===== config.mk =====
export PLATFORM = sky130hd
export DESIGN_NAME = johnson_decoder_flat
export DESIGN_NICKNAME = d
export VERILOG_FILES = /design/src/rtl/johnson_decoder_pkg.sv /design/src/rtl/johnson_decoder_if.sv /design/src/rtl/johnson_decoder_code_map.sv /design/src/rtl/johnson_decoder.sv /design/src/flat_wrapper.sv
export SDC_FILE = /design/constraint.sdc
export NUM_CORES = 1
export LEC_CHECK = 0
export CELL_PAD_IN_SITES_DETAIL_PLACEMENT = 1
export CELL_PAD_IN_SITES_GLOBAL_PLACEMENT = 1
export CORE_MARGIN = 3
export CORE_UTILIZATION = 42
export CTS_CLUSTER_DIAMETER = 150
export CTS_CLUSTER_SIZE = 14
export DETAILED_ROUTE_END_ITERATION = 8
export GPL_TIMING_DRIVEN = 0
export HOLD_SLACK_MARGIN = 0.12
export PLACE_DENSITY_LB_ADDON = 0.2
export SLEW_MARGIN = 20
export SYNTH_ARGS = -nofsm -noshare
export SYNTH_HDL_FRONTEND = slang
export SYNTH_SLANG_ARGS = --single-unit

===== constraint.sdc =====
create_clock -name clk -period 5.8 [get_ports clk]
set_input_delay 1.16 -clock clk [delete_from_list [all_inputs] [get_ports clk]]
set_output_delay 1.16 -clock clk [all_outputs]
set_load 0.1 [all_outputs]

===== src/rtl/johnson_decoder_pkg.sv =====
// ----------------------------------------------------------------------------
// johnson_pkg
//   Definitions shared by the Johnson counter and the Johnson decoder, so both
//   ends agree on the code sequence (MSB-first fill).
//
//   JC_WIDTH    default Johnson code width
//   JC_MAX_W    widest code the helper functions accept
//   jc_state_t  decoder tracking state {HUNT, LOCK}
//   jc_legal    1 when a code is one of the 2*width legal Johnson codes
//   jc_to_idx   phase index 0..2*width-1 of a legal code
// ----------------------------------------------------------------------------
package johnson_pkg;

    localparam int JC_WIDTH = 4;
    localparam int JC_MAX_W = 32;

    typedef enum logic [0:0] {
        HUNT = 1'b0,
        LOCK = 1'b1
    } jc_state_t;

    // A legal Johnson code has at most one 0/1 boundary between adjacent
    // bits: all zeros, all ones, ones packed from the MSB or ones packed from
    // the LSB. Bits above 'width' must be zero.
    function automatic logic jc_legal(input logic [JC_MAX_W-1:0] code,
                                      input int width);
        int edges;
        logic above;
        edges = 0;
        above = 1'b0;
        for (int i = 0; i < JC_MAX_W; i++) begin
            if (i >= width) begin
                above = above | code[i];
            end else if (i > 0) begin
                if (code[i] != code[i-1]) begin
                    edges = edges + 1;
                end
            end
        end
        return (edges <= 1) && !above;
    endfunction

    // MSB-packed ones (or all zeros): index = number of ones.
    // LSB-packed ones with MSB clear: index = 2*width - number of ones.
    function automatic int jc_to_idx(input logic [JC_MAX_W-1:0] code,
                                     input int width);
        int ones;
        logic msb;
        ones = 0;
        msb  = 1'b0;
        for (int i = 0; i < JC_MAX_W; i++) begin
            if (i < width) begin
                if (code[i]) begin
                    ones = ones + 1;
                end
                if (i == width - 1) begin
                    msb = code[i];
                end
            end
        end
        if (msb || (ones == 0)) begin
            return ones;
        end
        return 2 * width - ones;
    endfunction

endpackage


===== src/rtl/johnson_decoder_if.sv =====
// ----------------------------------------------------------------------------
// johnson_decoder_if
//   Bundles the sample-side inputs and the decoded outputs of the Johnson
//   decoder.
//
//   master : drives en, jc_in, clr_err; observes all results
//   slave  : the decoder
//
//   en         sample enable
//   jc_in      Johnson code to decode
//   clr_err    synchronous clear of err_count
//   idx        phase index of the last legal sample
//   idx_valid  idx holds a decoded sample
//   dir_up     1 = last nonzero accepted step was +1
//   locked     tracker is in LOCK
//   illegal    one-cycle pulse, last sample was not a Johnson code
//   seq_err    one-cycle pulse, disallowed jump while locked
//   err_count  saturating count of illegal + seq_err events
//   dbg_state  tracker FSM state
// ----------------------------------------------------------------------------
interface johnson_decoder_if #(
    parameter int WIDTH = johnson_pkg::JC_WIDTH,
    parameter int ERR_W = 8
);
    import johnson_pkg::*;

    localparam int IW = $clog2(2 * WIDTH);

    logic             en;
    logic [WIDTH-1:0] jc_in;
    logic             clr_err;
    logic [IW-1:0]    idx;
    logic             idx_valid;
    logic             dir_up;
    logic             locked;
    logic             illegal;
    logic             seq_err;
    logic [ERR_W-1:0] err_count;
    jc_state_t        dbg_state;

    modport master (
        output en, jc_in, clr_err,
        input  idx, idx_valid, dir_up, locked, illegal, seq_err, err_count,
               dbg_state
    );

    modport slave (
        input  en, jc_in, clr_err,
        output idx, idx_valid, dir_up, locked, illegal, seq_err, err_count,
               dbg_state
    );

endinterface


===== src/rtl/johnson_decoder_code_map.sv =====
// ----------------------------------------------------------------------------
// johnson_code_map
//   Combinational Johnson code classifier.
//
//   code   in   WIDTH  Johnson code
//   legal  out  1      code is one of the 2*WIDTH legal codes
//   idx    out  IW     phase index of the code (meaningful when legal)
// ----------------------------------------------------------------------------
module johnson_code_map
    import johnson_pkg::*;
#(
    parameter  int WIDTH = JC_WIDTH,
    localparam int IW    = $clog2(2 * WIDTH)
) (
    input  logic [WIDTH-1:0] code,
    output logic             legal,
    output logic [IW-1:0]    idx
);

    logic [JC_MAX_W-1:0] code_ext;

    always_comb begin
        code_ext = JC_MAX_W'(code);
        legal    = jc_legal(code_ext, WIDTH);
        idx      = IW'(jc_to_idx(code_ext, WIDTH));
    end

endmodule


===== src/rtl/johnson_decoder.sv =====
// ----------------------------------------------------------------------------
// johnson_decoder
//   Samples a WIDTH-bit Johnson code, checks legality, decodes it to a phase
//   index 0..2*WIDTH-1, tracks stepping direction, locks after LOCK_CNT
//   consecutive legal steps and counts illegal codes / illegal jumps.
//
//   Optional feature macro: JDEC_BIDIR_EN
//     defined     : a -1 step is allowed in both states, dir_up follows the
//                   last accepted nonzero step
//     not defined : only +1 is allowed, -1 is a disallowed jump, dir_up = 1
//
//   Parameters: WIDTH (code width, >= 2), LOCK_CNT (>= 1), ERR_W
//
//   Ports:
//     clk    in  rising-edge clock
//     rst_n  in  asynchronous active-low reset
//     bus    slave modport of johnson_decoder_if (en, jc_in, clr_err in;
//            idx, idx_valid, dir_up, locked, illegal, seq_err, err_count,
//            dbg_state out)
//
//   Handshake: there is no back-pressure. Each rising edge with en=1
//   consumes jc_in; results appear on the outputs after that same edge.
//   illegal/seq_err are high for exactly one cycle after the sampling edge.
// ----------------------------------------------------------------------------
module johnson_decoder
    import johnson_pkg::*;
#(
    parameter int WIDTH    = JC_WIDTH,
    parameter int LOCK_CNT = 3,
    parameter int ERR_W    = 8
) (
    input logic           clk,
    input logic           rst_n,
    johnson_decoder_if.slave bus
);

    localparam int IW     = $clog2(2 * WIDTH);
    localparam int NCODES = 2 * WIDTH;
    localparam int RW     = $clog2(LOCK_CNT + 1);

    localparam logic [IW:0]      NC_EXT   = (IW + 1)'(NCODES);
    localparam logic [IW-1:0]    D_ONE    = IW'(1);
    localparam logic [RW-1:0]    RUN_LOCK = RW'(LOCK_CNT);
    localparam logic [ERR_W-1:0] ERR_MAX  = '1;

    // ------------------------------------------------------------------
    // Decode of the incoming sample
    // ------------------------------------------------------------------
    logic          code_legal;
    logic [IW-1:0] code_idx;

    johnson_code_map #(
        .WIDTH (WIDTH)
    ) u_code_map (
        .code  (bus.jc_in),
        .legal (code_legal),
        .idx   (code_idx)
    );

    // ------------------------------------------------------------------
    // State
    // ------------------------------------------------------------------
    jc_state_t        state_q,   state_d;
    logic [IW-1:0]    idx_q,     idx_d;
    logic             valid_q,   valid_d;
    logic [RW-1:0]    run_q,     run_d;
    logic             illegal_q, illegal_d;
    logic             seq_err_q, seq_err_d;
    logic [ERR_W-1:0] err_q,     err_d;
    logic             err_inc;

    // ------------------------------------------------------------------
    // Step size d = (new - old) mod 2*WIDTH. The sum new + 2*WIDTH - old
    // is always positive and below 4*WIDTH, so one conditional subtract
    // brings it into range for any WIDTH, power of two or not.
    // ------------------------------------------------------------------
    logic [IW:0]   diff_ext;
    logic [IW-1:0] delta;
    logic          step_up;
    logic          allowed;
    logic [RW-1:0] run_inc;

    always_comb begin
        diff_ext = {1'b0, code_idx} + NC_EXT - {1'b0, idx_q};
        if (diff_ext >= NC_EXT) begin
            diff_ext = diff_ext - NC_EXT;
        end
        delta = diff_ext[IW-1:0];
    end

    assign step_up = (delta == D_ONE);
    assign run_inc = run_q + RW'(1);

`ifdef JDEC_BIDIR_EN
    localparam logic [IW-1:0] D_MINUS = IW'(NCODES - 1);

    logic step_dn;
    logic dir_q;
    logic dir_take;

    assign step_dn = (delta == D_MINUS);
    assign allowed = step_up | step_dn;

    // Any accepted nonzero step, in either state, sets the direction.
    assign dir_take = bus.en & code_legal & valid_q & allowed;

    always_ff @(posedge clk or negedge rst_n) begin
        if (!rst_n) begin
            dir_q <= 1'b1;
        end else if (dir_take) begin
            dir_q <= step_up;
        end
    end

    assign bus.dir_up = dir_q;
`else
    assign allowed    = step_up;
    assign bus.dir_up = 1'b1;
`endif

    // ------------------------------------------------------------------
    // Tracker FSM: next state and outputs
    // ------------------------------------------------------------------
    always_comb begin
        state_d   = state_q;
        idx_d     = idx_q;
        valid_d   = valid_q;
        run_d     = run_q;
        illegal_d = 1'b0;
        seq_err_d = 1'b0;
        err_inc   = 1'b0;

        if (bus.en) begin
            if (!code_legal) begin
                // Not a Johnson code: keep the last good index, restart hunt.
                illegal_d = 1'b1;
                run_d     = '0;
                state_d   = HUNT;
                err_inc   = 1'b1;
            end else if (!valid_q) begin
                // First legal sample after reset: nothing to compare against.
                idx_d   = code_idx;
                valid_d = 1'b1;
                run_d   = '0;
            end else if (delta != '0) begin
                unique case (state_q)
                    HUNT: begin
                        idx_d = code_idx;
                        if (allowed) begin
                            run_d = run_inc;
                            if (run_inc == RUN_LOCK) begin
                                state_d = LOCK;
                            end
                        end else begin
                            // Jumps while hunting just re-seed the run.
                            run_d = '0;
                        end
                    end
                    LOCK: begin
                        idx_d = code_idx;
                        if (!allowed) begin
                            seq_err_d = 1'b1;
                            err_inc   = 1'b1;
                            run_d     = '0;
                            state_d   = HUNT;
                        end
                    end
                    default: begin
                        state_d = HUNT;
                    end
                endcase
            end
        end

        // Clear has priority over a same-edge increment.
        if (bus.clr_err) begin
            err_d = '0;
        end else if (err_inc && (err_q != ERR_MAX)) begin
            err_d = err_q + ERR_W'(1);
        end else begin
            err_d = err_q;
        end
    end

    // ------------------------------------------------------------------
    // State register
    // ------------------------------------------------------------------
    always_ff @(posedge clk or negedge rst_n) begin
        if (!rst_n) begin
            state_q   <= HUNT;
            idx_q     <= '0;
            valid_q   <= 1'b0;
            run_q     <= '0;
            illegal_q <= 1'b0;
            seq_err_q <= 1'b0;
            err_q     <= '0;
        end else begin
            state_q   <= state_d;
            idx_q     <= idx_d;
            valid_q   <= valid_d;
            run_q     <= run_d;
            illegal_q <= illegal_d;
            seq_err_q <= seq_err_d;
            err_q     <= err_d;
        end
    end

    // ------------------------------------------------------------------
    // Outputs
    // ------------------------------------------------------------------
    assign bus.idx       = idx_q;
    assign bus.idx_valid = valid_q;
    assign bus.locked    = (state_q == LOCK);
    assign bus.illegal   = illegal_q;
    assign bus.seq_err   = seq_err_q;
    assign bus.err_count = err_q;
    assign bus.dbg_state = state_q;

endmodule


===== src/flat_wrapper.sv =====
// flat-port wrapper written by rule: the top's interface ports become plain ports
module johnson_decoder_flat import johnson_pkg::*;
#(
    parameter int WIDTH    = JC_WIDTH,
    parameter int LOCK_CNT = 3,
    parameter int ERR_W    = 8
)
  (clk, rst_n, bus_en, bus_jc_in, bus_clr_err, bus_idx, bus_idx_valid, bus_dir_up, bus_locked, bus_illegal, bus_seq_err, bus_err_count, bus_dbg_state);
  johnson_decoder_if #(.WIDTH(WIDTH), .ERR_W(ERR_W)) bus_i ();
  input logic clk;
  input logic rst_n;
  input wire logic [$bits(bus_i.en)-1:0] bus_en;
  input wire logic [$bits(bus_i.jc_in)-1:0] bus_jc_in;
  input wire logic [$bits(bus_i.clr_err)-1:0] bus_clr_err;
  output wire logic [$bits(bus_i.idx)-1:0] bus_idx;
  output wire logic [$bits(bus_i.idx_valid)-1:0] bus_idx_valid;
  output wire logic [$bits(bus_i.dir_up)-1:0] bus_dir_up;
  output wire logic [$bits(bus_i.locked)-1:0] bus_locked;
  output wire logic [$bits(bus_i.illegal)-1:0] bus_illegal;
  output wire logic [$bits(bus_i.seq_err)-1:0] bus_seq_err;
  output wire logic [$bits(bus_i.err_count)-1:0] bus_err_count;
  output wire logic [$bits(bus_i.dbg_state)-1:0] bus_dbg_state;
  assign bus_i.en = bus_en;
  assign bus_i.jc_in = bus_jc_in;
  assign bus_i.clr_err = bus_clr_err;
  assign bus_idx = bus_i.idx;
  assign bus_idx_valid = bus_i.idx_valid;
  assign bus_dir_up = bus_i.dir_up;
  assign bus_locked = bus_i.locked;
  assign bus_illegal = bus_i.illegal;
  assign bus_seq_err = bus_i.seq_err;
  assign bus_err_count = bus_i.err_count;
  assign bus_dbg_state = bus_i.dbg_state;
  johnson_decoder #(.WIDTH(WIDTH), .LOCK_CNT(LOCK_CNT), .ERR_W(ERR_W)) u_core (.clk(clk), .rst_n(rst_n), .bus(bus_i));
endmodule

==> Flow_metrics.wiki <==
{| class="wikitable"
! Metric !! Value
|-
| Run status || completed
|-
| Final Routed Wirelength || 2.85 mm
|-
| Slowest cell on crit path || sky130_fd_sc_hd__clkdlybuf4s50_1
|-
| Post-DRT Antenna Nets || 0
|-
| Setup Buffers After CTS || 0
|-
| Mux contribution to synthesized area || 8.79%
|-
| Leak Pwr || 0.670 nW
|-
| Clock skew || 7.34 ps
|-
| Critical path data arrival time || 5090 ps
|-
| Reg-to-reg critical path startpoint || u_core.bus.idx[0]
|-
| Share of synthesized cell area in full adder, half adder and majority cells || 12.3%
|-
| Wire length of the first global-routing pass || 4.60 mm
|-
| Met2 Usage GRT || 27.0%
|-
| Worst path required time || 5990 ps
|-
| Power density over the cells || 335 nW/um^2
|-
| Start point of the critical path || bus_jc_in[1]
|-
| CTS tree || built
|-
| CTS Hold Buffers Added || 0
|-
| DIE AREA || 3750 um^2
|-
| Top Ports || 25
|-
| Area of the mapped netlist || 1280 um^2
|-
| Xor/xnor share of the synthesized area || 5.96%
|-
| Fin. Hold Viols || 0
|-
| Worst Path Max Fanout || 9
|-
| Detailed Routing Iterations Pass 1 || 3
|-
| Core area || 2830 um^2
|-
| Starting Density || a little under half
|-
| Area of combinational cells with multiple inputs || 764 um^2
|-
| Maximum clock rate || roughly 200 MHz
|-
| Cells along the critical path || clkdlybuf4s50_1 > inv_1 > ha_1 > xor2_1 > ha_1 > a21oi_1 > ha_1 > a21oi_1 > nand2_1 > o21ai_0 > fa_1 > xnor2_1 > xnor3_2 > o21bai_4 > a2111oi_2 > mux2_1
|-
| Async set-or-reset flop fraction in the synthesized netlist || 100%
|-
| Dpl hpwl || 2.20 mm
|-
| Kind of start point of the critical path || input pin
|-
| X dimension of the die || 61.2 um
|-
| Area fraction in compound gates after synthesis || roughly a fifth
|-
| Net total in the final layout || 180
|-
| Clock latency at the later pin of the worst-skew pair || roughly 310 ps
|-
| Count of fill cells added during filler insertion || 326
|-
| Cell area after layout || 1570 um^2
|-
| Maximum number of pins on one net before global-route repair || 18
|-
| Post-cts resize count || 0
|-
| Via-to-Cell Ratio || 5.64
|-
| Global route total overflow || 0
|-
| Row cnt || 19
|-
| Global routing usage summed across all routing layers || 16.7%
|-
| Simple-Gate Fraction of Synth Area || 12.7%
|-
| Growth of design area from synthesis to finish || 22.6%
|-
| Peak ir drop on the vdd network || 161 uV
|-
| Cell Count, Final, Fillers Out || 190
|-
| Reg clk slew, reported paths || 110 ps
|-
| Sequential cell area fraction in the yosys report || 33.2%
|-
| Total number of vias || 1072
|-
| Bufs on Longest Clock Path || 2
|-
| Final worst path period share || 84.5%
|-
| Setup repair after global routing missed its margin || no
|-
| Setup slack after placement || around 540 ps
|-
| Buffering stage count on the worst path with inverters included || 2
|-
| Slew at the pin with the worst max-slew slack || around 970 ps
|-
| Number of synthesized register bits || 17
|-
| Combinational family with the most area after synthesis || compound AO/OA/AOI/OAI gates
|-
| Share of layout cells above drive strength 1 || 11.3%
|-
| Hold Crit Class || register to register
|-
| Footprint of the flip-flops and latches || 425 um^2
|-
| Minimum clock period || 4900 ps
|-
| Post-DR wirelength/cell || 15.0 um
|-
| Total nets after synthesis || 153
|-
| Routing usage on met1 || 21.9%
|-
| Post-synth cell types || 39
|-
| Endpoints failing setup || 0
|-
| Total instance count after detailed placement || between 150 and 200
|-
| Startpoint of the worst hold path || u_core.bus.idx[1]
|-
| Most frequent cell on the critical path || sky130_fd_sc_hd__ha_1
|-
| Clock root cell || sky130_fd_sc_hd__clkbuf_4
|-
| PortBufs || 22
|-
| Count of synthesis-stage warnings from yosys || 0
|-
| Worst setup EP type || register
|-
| Type of the setup path with the least slack || input pin to register
|-
| Min setup slack post-route || 901 ps
|-
| Final-report max-slew violation count || 0
|-
| Vert. Die Dim || 61.2 um
|-
| Synthesized area divided by synthesized cell count || 9.63 um^2
|-
| Drt drc || 0
|-
| Worst path top cell family by delay || adder cells
|-
| Met3 routing resource usage after global routing || 2.31%
|-
| Number of flops mapped to enable cells by yosys || 0
|-
| Vias in the first global route || between 1000 and 1500
|-
| Crit path largest cell delay || 550 ps
|-
| RD Place Congestion || between 0.7 and 0.8
|-
| Global route hottest layer || met2
|-
| Cells after Synth || approximately 130
|-
| Sinks on Clock Net || 17
|-
| Final setup TNS || 0 ps
|-
| Top_reg_cell synth || sky130_fd_sc_hd__dfrtp_1
|-
| Antenna violations before repair || 0
|-
| Worst slew slack as a fraction of its limit || 34.8%
|-
| Number of H-tree levels || 1
|-
| Count of max-cap constraint violations || 0
|-
| Cell area after placement || between 1500 and 2000 um^2
|-
| Number of diodes || 0
|-
| Drt initial violations || 50
|-
| Num CTS Buffers || 3
|}
per-layer routing:
metal | vias to the layer above | routed length (um)
li1 | 515 | -
met1 | 531 | 1330
met2 | 22 | 1400
met3 | 4 | 84
met4 | 0 | 30
met5 | - | 0
cell usage after synthesis, types with 2 or more instances:
cell	instances	share of area, %
sky130_fd_sc_hd__xor2_1	2	1.4
sky130_fd_sc_hd__xnor2_1	4	2.7
sky130_fd_sc_hd__clkbuf_1	2	0.59
sky130_fd_sc_hd__o211ai_1	2	1.2
sky130_fd_sc_hd__o21ai_0	6	2.3
sky130_fd_sc_hd__ha_1	11	11
sky130_fd_sc_hd__mux2_2	2	1.8
sky130_fd_sc_hd__a21oi_1	6	2.3
sky130_fd_sc_hd__dfrtp_1	17	33
sky130_fd_sc_hd__nor2b_1	5	2.4
sky130_fd_sc_hd__nand3_1	5	2.0
sky130_fd_sc_hd__a211o_1	2	1.4
sky130_fd_sc_hd__o311ai_0	2	1.4
sky130_fd_sc_hd__nor2_1	12	3.5
sky130_fd_sc_hd__nand2_1	7	2.1
sky130_fd_sc_hd__mux2_1	5	4.4
sky130_fd_sc_hd__a211oi_1	2	1.2
sky130_fd_sc_hd__mux2i_1	2	1.6
sky130_fd_sc_hd__buf_4	3	1.8
sky130_fd_sc_hd__a2111oi_2	3	3.5
sky130_fd_sc_hd__inv_1	15	4.4
per-stage QoR:
step	power [mW]	utilization, %	hold slack, ps
floorplan	0.390	-	483
CTS	0.532	55.5	560
detailed placement	0.459	54.4	533
global placement	0.451	54.4	506
finish	0.527	55.5	555
global route	0.558	55.5	597
final timing paths:
| kind | to | slack (ps) | cells after the start |
|---|---|---|---|
| max | u_core.bus.err_count[5] | 900 | 16 |
| min | u_core.bus.idx[1] | 560 | 1 |
| max reg2reg | u_core.bus.err_count[5] | 3360 | 8 |
| min reg2reg | u_core.bus.idx[1] | 560 | 1 |
| max in group asynchronous | u_core.bus.idx_valid | 4000 | 1 |
| min in group asynchronous | u_core.bus.err_count[1] | 1300 | 1 |
cells by family after synthesis:
| logic type | Yosys count |
|---|---|
| simple gates | 34 |
| compound gates | 31 |
| buf+inv | 21 |
| flops | 17 |
| fa+ha+maj | 12 |
| mux | 10 |
| xor+xnor | 7 |
| other cells | 1 |
cell type report:
cell class	count	share of cell area [%]
buffer	6	2.23
clock buffer	3	1.43
tap	31	2.47
sequential	17	27.1
timing repair buffer	22	14.0
clock inverter	1	0.478
multi-input combinational	95	48.7
inverter	15	3.59
flip-flops by register name, indices dropped and copies added (netlist names):
signal / flops
u_core.bus.illegal: 1
u_core.bus.idx: 3
u_core.bus.seq_err: 1
u_core.bus.dbg_state: 1
u_core.run_q: 2
u_core.bus.err_count: 8
u_core.bus.idx_valid: 1
report_power, final:
group	leakage, nW	switching [mW]	internal (mW)	total (mW)
Sequential	0.224	0.0120	0.135	0.147
Clock	0.0139	0.0427	0.0263	0.0691
Combinational	0.432	0.216	0.0951	0.311
Total	0.670	0.270	0.257	0.527
cells in the final DEF, fill, tap and decap left out, drive strengths merged, types with 2 or more instances in the layout:
cell type and instances:
o21ai 6, inv 15, a211oi 2, buf 4, o311ai 2, clkbuf 5
o211ai 2, nor2 12, mux2 7, ha 11, a21oi 7, nand3 5
dfrtp 17, clkdlybuf4s50 22, mux2i 3, xnor2 4, xor2 2, a2111oi 3
nor2b 5, nand2 7, a211o 2
No activity file was read; power rests on OpenSTA's default activity.
